File: config.mk
export PLATFORM = sky130hd
export DESIGN_NAME = axi_lite_to_mem_bridge
export DESIGN_NICKNAME = d
export VERILOG_FILES = /design/src/rtl/axi_lite_mem_pkg.sv /design/src/rtl/axi_lite_to_mem_bridge.sv
export SDC_FILE = /design/constraint.sdc
export NUM_CORES = 1
export LEC_CHECK = 0
export CELL_PAD_IN_SITES_DETAIL_PLACEMENT = 2
export CELL_PAD_IN_SITES_GLOBAL_PLACEMENT = 2
export CORE_AREA = 2 2 147 149
export DETAILED_ROUTE_END_ITERATION = 8
export DIE_AREA = 0 0 149 151
export GPL_ROUTABILITY_DRIVEN = 0
export PLACE_DENSITY = 0.75
export SLEW_MARGIN = 20
export SYNTH_ARGS = -nofsm -noshare
export SYNTH_HDL_FRONTEND = slang
export SYNTH_SLANG_ARGS = --single-unit
File: constraint.sdc
create_clock -name clk_i -period 5.4 [get_ports clk_i]
set_clock_uncertainty 0.1 [all_clocks]
set_input_delay 1.08 -clock clk_i [delete_from_list [all_inputs] [get_ports clk_i]]
set_output_delay 1.08 -clock clk_i [all_outputs]
set_load 0.05 [all_outputs]
File: src/rtl/axi_lite_mem_pkg.sv
// Shared types and constants for the AXI4-Lite to memory-protocol bridge.
package axi_lite_mem_pkg;

  localparam logic [1:0] RESP_OKAY   = 2'b00;
  localparam logic [1:0] RESP_SLVERR = 2'b10;

  typedef enum logic [2:0] {
    IDLE,
    WR_REQ,
    WR_WAIT,
    WR_RESP,
    RD_REQ,
    RD_WAIT,
    RD_RESP
  } bridge_state_e;

endpackage

File: src/rtl/axi_lite_to_mem_bridge.sv
// AXI4-Lite slave issuing one request/grant/response memory transaction per AXI
// read or write, with a single transaction in flight.
module axi_lite_to_mem_bridge
  import axi_lite_mem_pkg::*;
#(
  parameter int MemAddrWidth = 32,
  parameter int AxiAddrWidth = 32,
  parameter int DataWidth    = 32
) (
  input  logic                    clk_i,
  input  logic                    rst_i,
  input  logic [AxiAddrWidth-1:0] S_AXI_AWADDR,
  input  logic [2:0]              S_AXI_AWPROT,
  input  logic                    S_AXI_AWVALID,
  output logic                    S_AXI_AWREADY,
  input  logic [DataWidth-1:0]    S_AXI_WDATA,
  input  logic [DataWidth/8-1:0]  S_AXI_WSTRB,
  input  logic                    S_AXI_WVALID,
  output logic                    S_AXI_WREADY,
  output logic [1:0]              S_AXI_BRESP,
  output logic                    S_AXI_BVALID,
  input  logic                    S_AXI_BREADY,
  input  logic [AxiAddrWidth-1:0] S_AXI_ARADDR,
  input  logic [2:0]              S_AXI_ARPROT,
  input  logic                    S_AXI_ARVALID,
  output logic                    S_AXI_ARREADY,
  output logic [DataWidth-1:0]    S_AXI_RDATA,
  output logic [1:0]              S_AXI_RRESP,
  output logic                    S_AXI_RVALID,
  input  logic                    S_AXI_RREADY,
  output logic                    mem_req_o,
  output logic [MemAddrWidth-1:0] mem_addr_o,
  output logic                    mem_we_o,
  output logic [DataWidth-1:0]    mem_wdata_o,
  output logic [DataWidth/8-1:0]  mem_be_o,
  input  logic                    mem_gnt_i,
  input  logic                    mem_rsp_valid_i,
  input  logic [DataWidth-1:0]    mem_rsp_rdata_i,
  input  logic                    mem_rsp_error_i
);

  bridge_state_e state;
  logic          last_was_write;
  logic          wr_elig;
  logic          rd_elig;
  logic          take_wr;
  logic          take_rd;
  logic          unused_ok;

  // Protection bits are not forwarded; the upper AXI address bits are dropped.
  assign unused_ok = ^{S_AXI_AWPROT, S_AXI_ARPROT, S_AXI_AWADDR, S_AXI_ARADDR};

  // On a write/read collision, serve the kind that did not go last.
  always_comb begin
    wr_elig = S_AXI_AWVALID && S_AXI_WVALID;
    rd_elig = S_AXI_ARVALID;
    take_wr = 1'b0;
    take_rd = 1'b0;
    if (state == IDLE && !rst_i) begin
      if (wr_elig && rd_elig) begin
        take_wr = !last_was_write;
        take_rd = last_was_write;
      end else begin
        take_wr = wr_elig;
        take_rd = rd_elig;
      end
    end
  end

  assign S_AXI_AWREADY = take_wr;
  assign S_AXI_WREADY  = take_wr;
  assign S_AXI_ARREADY = take_rd;

  always_ff @(posedge clk_i or posedge rst_i) begin
    if (rst_i) begin
      state          <= IDLE;
      last_was_write <= 1'b1;
      mem_req_o      <= 1'b0;
      mem_we_o       <= 1'b0;
      mem_addr_o     <= '0;
      mem_wdata_o    <= '0;
      mem_be_o       <= '0;
      S_AXI_BVALID   <= 1'b0;
      S_AXI_BRESP    <= RESP_OKAY;
      S_AXI_RVALID   <= 1'b0;
      S_AXI_RDATA    <= '0;
      S_AXI_RRESP    <= RESP_OKAY;
    end else begin
      case (state)
        IDLE: begin
          if (take_rd) begin
            state          <= RD_REQ;
            last_was_write <= 1'b0;
            mem_req_o      <= 1'b1;
            mem_we_o       <= 1'b0;
            mem_addr_o     <= S_AXI_ARADDR[MemAddrWidth-1:0];
            mem_be_o       <= '1;
          end else if (take_wr) begin
            state          <= WR_REQ;
            last_was_write <= 1'b1;
            mem_req_o      <= 1'b1;
            mem_we_o       <= 1'b1;
            mem_addr_o     <= S_AXI_AWADDR[MemAddrWidth-1:0];
            mem_wdata_o    <= S_AXI_WDATA;
            mem_be_o       <= S_AXI_WSTRB;
          end
        end
        WR_REQ: begin
          if (mem_gnt_i) begin
            mem_req_o <= 1'b0;
            state     <= WR_WAIT;
          end
        end
        WR_WAIT: begin
          if (mem_rsp_valid_i) begin
            S_AXI_BVALID <= 1'b1;
            S_AXI_BRESP  <= mem_rsp_error_i ? RESP_SLVERR : RESP_OKAY;
            state        <= WR_RESP;
          end
        end
        WR_RESP: begin
          if (S_AXI_BREADY) begin
            S_AXI_BVALID <= 1'b0;
            state        <= IDLE;
          end
        end
        RD_REQ: begin
          if (mem_gnt_i) begin
            mem_req_o <= 1'b0;
            state     <= RD_WAIT;
          end
        end
        RD_WAIT: begin
          // Read data is returned even when the memory flags an error.
          if (mem_rsp_valid_i) begin
            S_AXI_RVALID <= 1'b1;
            S_AXI_RDATA  <= mem_rsp_rdata_i;
            S_AXI_RRESP  <= mem_rsp_error_i ? RESP_SLVERR : RESP_OKAY;
            state        <= RD_RESP;
          end
        end
        RD_RESP: begin
          if (S_AXI_RREADY) begin
            S_AXI_RVALID <= 1'b0;
            state        <= IDLE;
          end
        end
        default: state <= IDLE;
      endcase
    end
  end

endmodule
# Word-level counts from Yosys, hierarchy flattened
# Index checks and enable logic that the tools add are counted.
# classes
eq_ne	14
mux	28
bitwise	1
reduce_logical	19
# op_table
op	n
2-to-1 mux 32 bit	2
2-to-1 mux 3 bit	8
case mux 3 bit (7 select lines)	1
inequality test 2 bit, second input constant	6
AND reduction 3 bit	4
2-to-1 mux 1 bit	11
equality test 3 bit, second input constant	3
2-to-1 mux 4 bit	2
nonzero test 2 bit	4
AND reduction 7 bit	1
equality test 3 x 2 -> 1 bit, second input constant	2
case mux 1 bit (2 select lines)	3
AND reduction 2 bit	3
equality test 3 x 1 -> 1 bit, second input constant	1
logical AND 1 bit	3
zero test 3 bit	1
inequality test 3 bit, second input constant	1
zero test 1 bit	2
2-to-1 mux 2 bit	1
inequality test 2 x 1 -> 1 bit, second input constant	1
OR reduction 2 bit	1
NOT 1 bit	1
# totals
ff_bits	112
input_bits	148
out_inout_bits	111
elab_cells	74

# Logic depth before layout (Yosys ltp)
# logic_depth
depth_word	7
mapped_depth	7
ltp_nobuf	3

# Worst setup path after synthesis
# OpenSTA, ideal clock, no wires.
# synth_timing
kind	input port to output port
from	input port rst_i
to	output port S_AXI_WREADY
arrival_ns	2.776
required_time_ns	4.220
slack_ns	1.444
path_stages	7
n_path_buf	4
path_cell_list	or4_1 -> buf_2 -> a211o_1 -> buf_6 -> buf_6 -> inv_1 -> buf_4
# synth_between
elab_chain_len	3
# synth_rtl
element	line	rtl
start: declaration	axi_lite_to_mem_bridge.sv:11	input logic rst_i,
zero test 1 bit (no line)	--	
logical AND 1 bit	axi_lite_to_mem_bridge.sv:59	if (state == IDLE && !rst_i) begin
2-to-1 mux 1 bit	axi_lite_to_mem_bridge.sv:59	
end: declaration	axi_lite_to_mem_bridge.sv:19	output logic S_AXI_WREADY,
# Every way passes these cells.

# Worst setup path in the final report
# layout_timing
from	input port rst_i
to	output port S_AXI_AWREADY
# layout_between
elab_chain_len	3
# layout_rtl
element	line	rtl
zero test 1 bit (no line)	--	
logical AND 1 bit	axi_lite_to_mem_bridge.sv:59	
2-to-1 mux 1 bit	axi_lite_to_mem_bridge.sv:59	
end: declaration	axi_lite_to_mem_bridge.sv:15	output logic S_AXI_AWREADY,
# Every way passes these cells.

==> results.txt <==
CP Class = in2out
Top cell type by total area after synthesis = dfrtp_1
Synth Area in XOR/XNOR = 0.185%
CTS sink cnt = 110
Design area = 0.00785 mm²
Main combinational cell family by area after synthesis = compound AO/OA/AOI/OAI gates
Critical-path cell list = clkdlybuf4s50_1, or4_1, buf_4, a211o_2, buf_4, inv_1, buf_12
Placeable Area = 0.0208 mm²
Initial antenna violation count = 0
First-pass GRT wire length = 27600 µm
Die width = 149 µm
Pin count of the biggest net entering global routing = 82
Most used flip-flop cell after synthesis = dfrtp_1
Wire per inst = 20.4 µm
Distinct cell type count after synthesis = 34
Worst path bufs/invs = 5
RSZ-0062 raised after global routing = false
ANT nets after route = 0
Area growth from synthesis to layout = 66.1%
Worst skew pair latency = 350 ps
Min-delay src = mem_be_o[2]
Initial drt markers = 96
DP Wirelength = 12800 µm
Mean number of vias per cell = 4.68
Fill count = 2151
VDD IR max = 0.000291 V
Async SR Flop Fraction = 100%
Setup violations, final = 0
Part of the power in registers = 27.8%
Slew headroom = 30.3%
Die height = 151 µm
H-tree depth = 3
Die area = 0.0225 mm²
Clk pwr share = 13.8%
Mux share of post-synthesis cell area = 16.2%
# IOs = 259
Hold depth = 1
Cell depth of the worst setup path = 7
Final Non-Filler Cells = 876
Hold Slack = 400 ps
Crit-path max cell delay = 520 ps
Dpl cell area = 0.00751 mm²
Crit path from = rst_i
GRT overflow = 0
Layout cell share with drive strength beyond 1 = 17.0%
Post_cts resized = 0
Hold buffers post-CTS = 0
DRC = 0
Cell area after synthesis = 0.00473 mm²
Worst slew pin tran = 1040 ps
Synth Area in Compound Gates = 18.2%
Max cap viols = 0
Critical path's slowest cell = clkdlybuf4s50_1
Power Total = 5.42 mW
Nets = 743
Post-CTS Setup Bufs = 0
Number of detailed-route iterations in the first pass = 4
#FFs+latches synth = 110
Top cells by count, synth = dfrtp_1 (109), mux2_2 (64), o21ai_0 (37)
Sequential fraction of the synthesis area = 58.3%
Adder-cell share of the synthesized area = 0%
Placed insts = 859
Pint = 2.82 mW
Pwr dens = 691 mW/mm²
Cell family contributing the most delay on the critical path = buffers and inverters
Reg-to-reg startpoint = state[1]
Final Util = 37.7%
Ys Warns = 0
Crit path DAT = 3360 ps
CP most frequent cell = buf_4
Synth area leaders = dfrtp_1 (58%), mux2_2 (15%), a2bb2oi_1 (5.9%)
Pre-CTS WS = 891 ps
CP startpoint kind = input port
Number of enable flip-flop cells after synthesis = 0
GR Util All Layers = 15.8%
Final hold violation count = 0
Flop2flop setup slack = 2690 ps
Crit Path Max Fanout = 39
Min Clock Period, post-route = 4540 ps
Logic pwr share = 58.3%
Clock Path Buffers = 2
Worst hold path type = reg2reg
Clock Pin Slew Worst Setup and Hold Paths = 70 ps
Total Wirelength = 17800 µm
CTS tree = yes
I/O Buffers = 250
Switching part of the total = 48.1%
Fin crit share = 84.0%
Root Driver = clkbuf_16
Avg Cell Area, Syn = 13.1 µm²
R2R cell count = 4
Syn Inst Count = 361
Status = finished clean
# rows = 53
Vias in the first global route = 4746
TritonCTS Buffers = 9
Psw = 2.61 mW
Required @ worst endpoint = 4220 ps
Area share of the largest cell type after synthesis = 57.7%
Vias = 4097
Max-slew violations = 0
Post-Synth Simple-Gate Area = 3.20%
Setup TNS = 0 ps
Most numerous cell in the Yosys netlist = dfrtp_1
Crit. End Element = primary output
Max Fclk = 220 MHz
Worst setup margin = 862 ps
Leak Pwr = 3.09 nW
Starting density of the core = 22.7%
## flip-flops by register name (all words and copies together) (netlist names)
signal / count
S_AXI_RRESP: 1
mem_we_o: 1
S_AXI_BRESP: 1
S_AXI_RDATA: 32
mem_wdata_o: 32
mem_req_o: 1
S_AXI_BVALID: 1
mem_addr_o: 32
S_AXI_RVALID: 1
state: 3
last_was_write: 1
mem_be_o: 4
## kinds of logic (layout without fill, tap and decap cells)
group	count (synthesis)	count (layout)
simple gates	26	26
mux	67	67
xor+xnor	1	1
compound gates	116	116
flops	110	110
other cells	1	3
buf+inv	40	278
## per-layer routing
metal  share of wire [%]  track usage (%)  wire length [µm]
met1                  40             18.6              7150
met2                  49             27.3              8750
met3                  10             6.81              1780
met4                0.84             2.95               149
met5                   0                0                 0
## final timing paths
| kind | end |
|---|---|
| max in group asynchronous | mem_wdata_o[15] |
| min in group asynchronous | state[2] |
| max reg2reg | mem_req_o |
| min | mem_be_o[2] |
| max | S_AXI_AWREADY |
| min reg2reg | mem_be_o[2] |
## power groups by stage
stage	clock [mW]	combinational [mW]	sequential [mW]
global placement	0	3.14	1.49
finish	0.749	3.16	1.51
detailed placement	0	3.20	1.52
floorplan	0	0.661	2.85
global route	0.812	3.31	1.57
CTS	0.778	3.20	1.52
## cell type report
class	count	area, µm²	area share [%]
Multi-Input combinational cell	212	1810	23.1
Clock buffer	9	225	2.87
Timing Repair Buffer	259	2590	33.0
Sequential cell	110	2750	35.1
Inverter	3	16.3	0.207
Clock inverter	7	106	1.36
Antenna cell	1	2.50	0.0319
Tap cell	275	344	4.38
## cell usage in the layout (no fill, tap or decap), types with 2 or more instances in the layout
master             n
or4_1              2
buf_4             10
nor3_1             2
nor2_1             4
nor2b_1            2
clkbuf_16          9
inv_1              2
mux2_4             3
mux2_2            64
clkinvlp_4         2
a2bb2oi_1         32
inv_8              2
buf_12             2
bufinv_16          2
o22a_1             4
nand3b_1           4
dfrtp_1          109
nand2_1            5
conb_1             2
a21oi_1            4
a311oi_1          32
clkdlybuf4s50_1  247
o21ai_0           37
No activity file was read; power rests on OpenSTA's default activity.
